## src/rtl/div_unit.sv

```systemverilog
// div_unit: multi-cycle 32-bit radix-2 restoring divider for DIV/DIVU.
// Returns {remainder, quotient} for HI/LO. All outputs are driven from flops,
// so the EX stall request built from ready_o has no combinational path from inputs.
module div_unit (
  input  logic        clk,
  input  logic        rst,
  input  logic        signed_div_i,
  input  logic [31:0] opdata1_i,
  input  logic [31:0] opdata2_i,
  input  logic        start_i,
  input  logic        annul_i,
  output logic [63:0] result_o,
  output logic        ready_o,
  output logic        busy_o
);

  typedef enum logic [1:0] {S_FREE, S_BYZERO, S_ON, S_END} state_e;

  state_e      state_q, state_d;
  logic [5:0]  cnt_q, cnt_d;
  // dvd holds the dividend magnitude. Its MSB feeds each trial subtraction.
  // Quotient bits shift into its LSB, so after 32 steps it holds the quotient.
  logic [31:0] dvd_q, dvd_d;
  logic [31:0] dvs_q, dvs_d;
  logic [31:0] rem_q, rem_d;
  logic        neg1_q, neg1_d;
  logic        neg2_q, neg2_d;
  logic        sgn_q, sgn_d;
  logic [63:0] result_q, result_d;
  logic        ready_q, ready_d;

  logic [32:0] trial;
  logic [31:0] q_fix, r_fix;

  // State and datapath registers; reset wins over everything
  always_ff @(posedge clk) begin
    if (rst) begin
      state_q  <= S_FREE;
      cnt_q    <= 6'd0;
      dvd_q    <= 32'd0;
      dvs_q    <= 32'd0;
      rem_q    <= 32'd0;
      neg1_q   <= 1'b0;
      neg2_q   <= 1'b0;
      sgn_q    <= 1'b0;
      result_q <= 64'd0;
      ready_q  <= 1'b0;
    end else begin
      state_q  <= state_d;
      cnt_q    <= cnt_d;
      dvd_q    <= dvd_d;
      dvs_q    <= dvs_d;
      rem_q    <= rem_d;
      neg1_q   <= neg1_d;
      neg2_q   <= neg2_d;
      sgn_q    <= sgn_d;
      result_q <= result_d;
      ready_q  <= ready_d;
    end
  end

  // Next-state selection
  always_comb begin
    state_d = state_q;
    case (state_q)
      S_FREE:   if (start_i && !annul_i) state_d = (opdata2_i == 32'd0) ? S_BYZERO : S_ON;
      S_BYZERO: state_d = S_END;
      S_ON:     if (annul_i) state_d = S_FREE;
                else if (cnt_q == 6'd32) state_d = S_END;
      S_END:    if (!start_i) state_d = S_FREE;
      default:  state_d = S_FREE;
    endcase
  end

  // Iteration datapath and registered outputs
  always_comb begin
    cnt_d    = cnt_q;
    dvd_d    = dvd_q;
    dvs_d    = dvs_q;
    rem_d    = rem_q;
    neg1_d   = neg1_q;
    neg2_d   = neg2_q;
    sgn_d    = sgn_q;
    result_d = result_q;
    ready_d  = ready_q;

    trial = {rem_q, dvd_q[31]} - {1'b0, dvs_q};
    // Quotient is negative when signs differ. The remainder follows the dividend's sign.
    q_fix = (sgn_q && (neg1_q ^ neg2_q)) ? (32'd0 - dvd_q) : dvd_q;
    r_fix = (sgn_q && neg1_q) ? (32'd0 - rem_q) : rem_q;

    case (state_q)
      S_FREE: begin
        ready_d  = 1'b0;
        result_d = 64'd0;
        if (start_i && !annul_i && opdata2_i != 32'd0) begin
          dvd_d  = (signed_div_i && opdata1_i[31]) ? (32'd0 - opdata1_i) : opdata1_i;
          dvs_d  = (signed_div_i && opdata2_i[31]) ? (32'd0 - opdata2_i) : opdata2_i;
          neg1_d = opdata1_i[31];
          neg2_d = opdata2_i[31];
          sgn_d  = signed_div_i;
          rem_d  = 32'd0;
          cnt_d  = 6'd0;
        end
      end
      S_BYZERO: begin
        ready_d  = 1'b0;
        result_d = 64'd0;
      end
      S_ON: begin
        if (annul_i) begin
          ready_d  = 1'b0;
          result_d = 64'd0;
        end else if (cnt_q != 6'd32) begin
          rem_d = trial[32] ? {rem_q[30:0], dvd_q[31]} : trial[31:0];
          dvd_d = {dvd_q[30:0], ~trial[32]};
          cnt_d = cnt_q + 6'd1;
        end else begin
          // One extra cycle after the 32nd step applies the sign fix and presents the result
          result_d = {r_fix, q_fix};
          ready_d  = 1'b1;
        end
      end
      S_END: begin
        if (!start_i) begin
          ready_d  = 1'b0;
          result_d = 64'd0;
        end else begin
          // The divide-by-zero path reaches END with ready low and raises it here
          ready_d = 1'b1;
        end
      end
      default: begin
        ready_d  = 1'b0;
        result_d = 64'd0;
      end
    endcase
  end

  assign result_o = result_q;
  assign ready_o  = ready_q;
  assign busy_o   = (state_q != S_FREE);

endmodule
```

## config.mk

```make
export PLATFORM = sky130hd
export DESIGN_NAME = div_unit
export DESIGN_NICKNAME = d
export VERILOG_FILES = /design/src/rtl/div_unit.sv
export SDC_FILE = /design/constraint.sdc
export NUM_CORES = 1
export LEC_CHECK = 0
export ABC_AREA = 0
export BUFFER_PORTS_ARGS = -buffer_cell sky130_fd_sc_hd__buf_2
export CORE_ASPECT_RATIO = 1.1
export CORE_MARGIN = 2
export CORE_UTILIZATION = 30
export DETAILED_ROUTE_END_ITERATION = 16
export PLACE_DENSITY = 0.51
export SLEW_MARGIN = 30
export SYNTH_ARGS = -nofsm -noshare
export SYNTH_HDL_FRONTEND = slang
export SYNTH_SLANG_ARGS = --single-unit
```

## constraint.sdc

```tcl
create_clock -name clk -period 4.3 [get_ports clk]
set_clock_uncertainty 0.2 [all_clocks]
set_input_delay 0.215 -clock clk [delete_from_list [all_inputs] [get_ports clk]]
set_output_delay 0.215 -clock clk [all_outputs]
set_load 0.005 [all_outputs]
```

; Yosys cells after proc, flatten, opt, wreduce, memory -nomap -nowiden
; Index checks and enable logic that the tools add are counted.
[word_totals]
regBits = 172
word_cells = 78
input_bits = 69
[classes]
bitwise_logic = 2
n_mux = 31
addsub = 6
n_eq_ne = 12
n_reduce_logical = 17
[ops]
columns = operator, n
row1 = two-way mux 32 bit, 11
row2 = two-way mux 64 bit, 3
row3 = case mux 64 bit (3 select lines), 1
row4 = case mux 32 bit (2 select lines), 2
row5 = "subtractor 1 x 32 -> 32 bit, first input constant", 4
row6 = subtractor 33 x 32 -> 33 bit, 1
row7 = zero test 32 bit, 1
row8 = nonzero test 32 bit, 1
row9 = two-way mux 6 bit, 3
row10 = case mux 6 bit (2 select lines), 1
row11 = two-way mux 2 bit, 5
row12 = "!= test 2 bit, second input constant", 5
row13 = case mux 2 bit (4 select lines), 1
row14 = "adder 6 x 1 -> 6 bit, second input constant", 1
row15 = "== test 6 bit, second input constant", 1
row16 = logical AND 1 bit, 6
row17 = "!= test 3 bit, second input constant", 2
row18 = "!= test 6 bit, second input constant", 1
row19 = "== test 2 bit, second input constant", 2
row20 = AND reduction 2 bit, 2
row21 = AND reduction 4 bit, 1
row22 = nonzero test 2 bit, 2
row23 = two-way mux 1 bit, 3
row24 = case mux 1 bit (3 select lines), 1
row25 = 7 further kinds, 7

; Depth between registers and ports, before layout
[logic_depth]
word_depth = 6
mapped_depth = 12
mapped_depth_nobuf = 11

; Worst setup path before layout
; No wires, ideal clock.
[synth_path]
path_type = reg-to-reg
startpoint = register dvd_q[31]
endpoint = register rem_q[19]
path_buffers = 1
setup_time_ns = 0.130
path_stages_with_launch = 13
path_slack_ns = 1.075
arrival_time_ns = 2.895
period_less_slack_ns = 3.225
required_time_ns = 3.970
path_cell_list = dfxtp_1 > inv_1 > ha_1 > fa_1 > nand2b_1 > a21oi_1 > o41ai_1 > a211o_1 > o221a_2 > o211ai_1 > clkbuf_1 > mux2i_1 > o21ai_0
[synth_via]
elab_chain_len = 5
[synth_rtl]
columns = item, line
row1 = start: declaration, 23  ; logic [31:0] dvd_q, dvd_d;
row2 = start signal: assignment, 51  ; dvd_q <= dvd_d;
row3 = subtractor 33 x 32 -> 33 bit, 87  ; trial = {rem_q, dvd_q[31]} - {1'b0, dvs_q};
row4 = two-way mux 32 bit, 115  ; rem_d = trial[32] ? {rem_q[30:0], dvd_q[31]} : trial[31:0];
row5 = two-way mux 32 bit, 114  ; end else if (cnt_q != 6'd32) begin
row6 = two-way mux 32 bit, 111  ; if (annul_i) begin
row7 = case mux 32 bit (2 select lines), 92  ; case (state_q)
row8 = end signal: assignment, 53  ; rem_q <= rem_d;
row9 = end: declaration, 25  ; logic [31:0] rem_q, rem_d;
; No other way between the ends. The select of a mux whose other input is x is not followed.
; A chain may end at the register's enable or synchronous reset.

; Worst setup path in the final report
[layout_path]
startpoint = register dvd_q[31]
endpoint = register rem_q[24]
; Same word-level chain as after synthesis.

==> results by group <==
Outcome
  – Run status: finished clean

Global route
  – Overall global routing resource usage: 17.7%
  – Layer with the highest usage: met2
  – Global routing usage on met1: 24.4%
  – Largest net degree at the start of global routing: 85
  – Met3 track demand over resource in global routing: under 10%
  – First-pass GRT wire length: between 50000 and 60000 um
  – Number of global-route vias before repair: 9873
  – Global route overflow: 0
  – Met2 layer usage reported by global route: 29.0%
  – Antenna violations before repair: 0

Clock network
  – Setup Buffers After CTS: 0
  – Cts bufs inserted: 17
  – Clock tree sinks: 172
  – Cell at the root of the clock tree: sky130_fd_sc_hd__clkbuf_16
  – Max clock buf depth: 2
  – H-Tree Depth: 4
  – Insertion delay of the later-clocked pin in the worst-skew pair: 0.44 ns
  – Clock-pin slew on the worst setup and hold paths: 0.08 ns
  – Count of hold buffers inserted by post-cts repair: 23
  – TritonCTS clock tree: done
  – # resized after CTS: 0

Placement
  – Post-DP Area: 12200 um2
  – Total placed cells including tap cells: 2000
  – Estimated wirelength of the detail-placed design: 26300 um
  – Number of I/O port buffers: 134
  – Final estimated routing congestion in global placement: 0.871

Timing
  – Setup-failing EPs final: 0
  – Final hold violation count: 0
  – Clock period minus final worst setup slack: 3.66 ns
  – Slew HR: 42.1%
  – Slew Limit Fails: 0
  – Highest achievable clock rate: between 200 and 300 MHz
  – Setup TNS after final layout: 0 ns
  – Transition time of the tightest slew-check pin: 0.858 ns
  – Portion of the clock cycle consumed by the worst path in the final layout: 85.2%
  – RSZ-0062 raised after global routing: no

Synthesis
  – Most common cell in the synthesized netlist: sky130_fd_sc_hd__dfxtp_1
  – Avg Synthesized Cell Area: 7.68 um2
  – Number of warnings issued by yosys: 0
  – Area of the mapped netlist: 11100 um2
  – Cell type with the largest total area after synthesis: sky130_fd_sc_hd__dfxtp_1
  – List of most frequent post-synthesis cells: sky130_fd_sc_hd__dfxtp_1 (172), sky130_fd_sc_hd__nor2_1 (169), sky130_fd_sc_hd__nand2_1 (164)
  – Prevailing post-synth register cell: sky130_fd_sc_hd__dfxtp_1
  – Synthesized netlist cell count: around 1400
  – Async SR Flop Fraction: 0%
  – Number of enable flip-flop cells after synthesis: 0
  – Unique masters post-synth: 75
  – Top cells by area, synth: sky130_fd_sc_hd__dfxtp_1 (31%), sky130_fd_sc_hd__xnor2_1 (6.4%), sky130_fd_sc_hd__nor2_1 (5.7%)
  – Net Count, Synth: 1547
  – Sequential area share after synthesis: between 30% and 40%
  – Area share of the largest cell type after synthesis: 31.2%
  – Flop and latch count out of synthesis: around 170

Critical path
  – Required time of the worst setup path: 4.41 ns
  – Max Fanout on Critical Path: 5
  – Register-to-register path setup slack: 0.64 ns
  – CP Capture Type: register
  – Setup crit start kind: register
  – Worst R2R Start: dvd_q[31]
  – Data arrival time of the critical path: 3.78 ns
  – End of the worst register-to-register path: rem_q[24]
  – Class of the most critical setup path: reg -> reg
  – Number of cell instances on the worst register-to-register path: 11

Cells and area
  – NumNets Final: between 1500 and 2000
  – Antenna diodes: 0
  – Final standard cell count with taps included and fillers excluded: around 2100
  – Post-layout instance area: 13000 um2
  – Synth-to-layout area growth: 17.7%
  – Fraction of final layout cells with drive strength greater than 1: 13.4%

Floorplan
  – Floorplan die area: around 38000 um2
  – Die W: 187 um
  – Initial standard-cell utilization of the core: a little under a third
  – Io pins: 135
  – Chip height: 205 um
  – Row count: 73
  – Core outline area: about 36000 um2

Route
  – Wire per inst: between 15 and 20 um
  – Post-Route WL: roughly 34000 um
  – Residual antenna-violating net count after detailed routing: 0
  – Ratio of routed vias to standard cells: 5.09
  – Total iterations of the first detailed-routing run: 5
  – # DRC: 0
  – Overall via count from detail_route: 10469
  – Drt first-iter violations: approximately 680

Worst hold path
  – Worst hold path startpoint: rst
  – Hold Path Cell Cnt: 2
  – Min-delay worst type: in -> reg
  – Endpoint of the worst hold-timing path: dvd_q[21]

Power and ir drop
  – Net switching share of the total power: 31.7%
  – Part of the power in registers: 41.9%
  – Power share of the combinational group: 20.2%
  – Largest voltage drop on the vdd net: 0.255 mV
  – Static Leak: just over 5 nW
  – Clock network fraction of design power: 38.0%
  – Internal Power: 2.79 mW
  – Switching power of the nets: 1.29 mW
  – P per Cell Area: 314 nW/um2

Flow run
  – Max-cap check violation count: 0
-- per-layer routing --
| metal | part of all wire (%) | wire, um |
|---|---|---|
| met5 | 0 | 0 |
| met3 | 2.7 | 914 |
| met2 | 46 | 15700 |
| met4 | 1.5 | 523 |
| met1 | 50 | 17000 |
-- area by class of cell --
cell class	instances	area [um2]
clock buffer	18	429
clock inverter	14	148
fill	3862	23300
inverter	54	203
multi-input combinational	1134	7090
sequential	172	3440
tap	487	609
timing repair buffer	177	1080
-- worst max-delay path, stage by stage, from the launching register on --
cell	delay, ns
sky130_fd_sc_hd__dfxtp_1	0.34
sky130_fd_sc_hd__inv_1	0.08
sky130_fd_sc_hd__ha_1	0.17
sky130_fd_sc_hd__fa_1	0.19
sky130_fd_sc_hd__nand2b_1	0.16
sky130_fd_sc_hd__a21oi_1	0.10
sky130_fd_sc_hd__o41ai_1	0.77
sky130_fd_sc_hd__o21ai_0	0.38
sky130_fd_sc_hd__a21oi_1	0.34
sky130_fd_sc_hd__or4b_2	0.62
sky130_fd_sc_hd__o2111ai_1	0.11
sky130_fd_sc_hd__o21ai_1	0.07
-- worst max path at each step --
| stage | start | to | cells after the start |
|---|---|---|---|
| after floorplan | dvd_q[31] | rem_q[19] | 12 |
| after global placement | dvd_q[31] | rem_q[24] | 11 |
| after detailed placement | dvd_q[31] | rem_q[24] | 11 |
| after CTS | opdata2_i[10] | rem_q[10] | 11 |
| after global routing | dvd_q[31] | rem_q[24] | 11 |
| final | dvd_q[31] | rem_q[24] | 11 |
-- per-stage QoR --
step	hold slack (ns)	power [mW]	setup slack, ns	util, %
floorplan	0.162	2.30	1.07	-
global placement	0.232	2.54	0.775	33.6
detailed placement	0.236	2.55	0.705	33.6
CTS	0.00132	4.12	0.679	35.8
global route	0.0217	4.29	0.431	35.9
finish	0.0217	4.08	0.637	35.9
-- placed cells by master (no fill, tap or decap), types with 38 or more instances in the layout --
cell type / count
sky130_fd_sc_hd__buf_2: 133
sky130_fd_sc_hd__a21oi_1: 123
sky130_fd_sc_hd__nor2_1: 168
sky130_fd_sc_hd__xor2_1: 64
sky130_fd_sc_hd__nand2_1: 163
sky130_fd_sc_hd__a211oi_1: 42
sky130_fd_sc_hd__dfxtp_1: 172
sky130_fd_sc_hd__ha_1: 38
sky130_fd_sc_hd__o21ai_0: 77
sky130_fd_sc_hd__xnor2_1: 81
sky130_fd_sc_hd__inv_1: 54
-- flip-flops by register name, summed over array words and instances (netlist names) --
signal and count:
dvd_q 32, neg1_q 1, rem_q 32, state_q 2
result_o 64, sgn_q 1, cnt_q 6, ready_o 1
dvs_q 32, neg2_q 1
-- power by group through the flow --
| stage | Combinational [mW] | Clock [mW] | Sequential, mW |
|---|---|---|---|
| after CTS | 0.821 | 1.59 | 1.71 |
| after global routing | 0.917 | 1.66 | 1.72 |
| after floorplan | 0.585 | 0 | 1.72 |
| final | 0.824 | 1.55 | 1.71 |
| after global placement | 0.798 | 0 | 1.74 |
| after detailed placement | 0.802 | 0 | 1.75 |
-- logic make-up (layout without fill, tap and decap cells) --
family / after synthesis / after routing / share of synthesized area [%]
mux: 28 / 28 / 2.54
flops: 172 / 172 / 31.2
compound gates: 410 / 410 / 23.7
simple gates: 512 / 512 / 21.8
xor+xnor: 145 / 145 / 11.5
fa+ha+maj: 39 / 39 / 4.48
buf+inv: 133 / 263 / 4.81
Power figures use the tool's default switching activity.
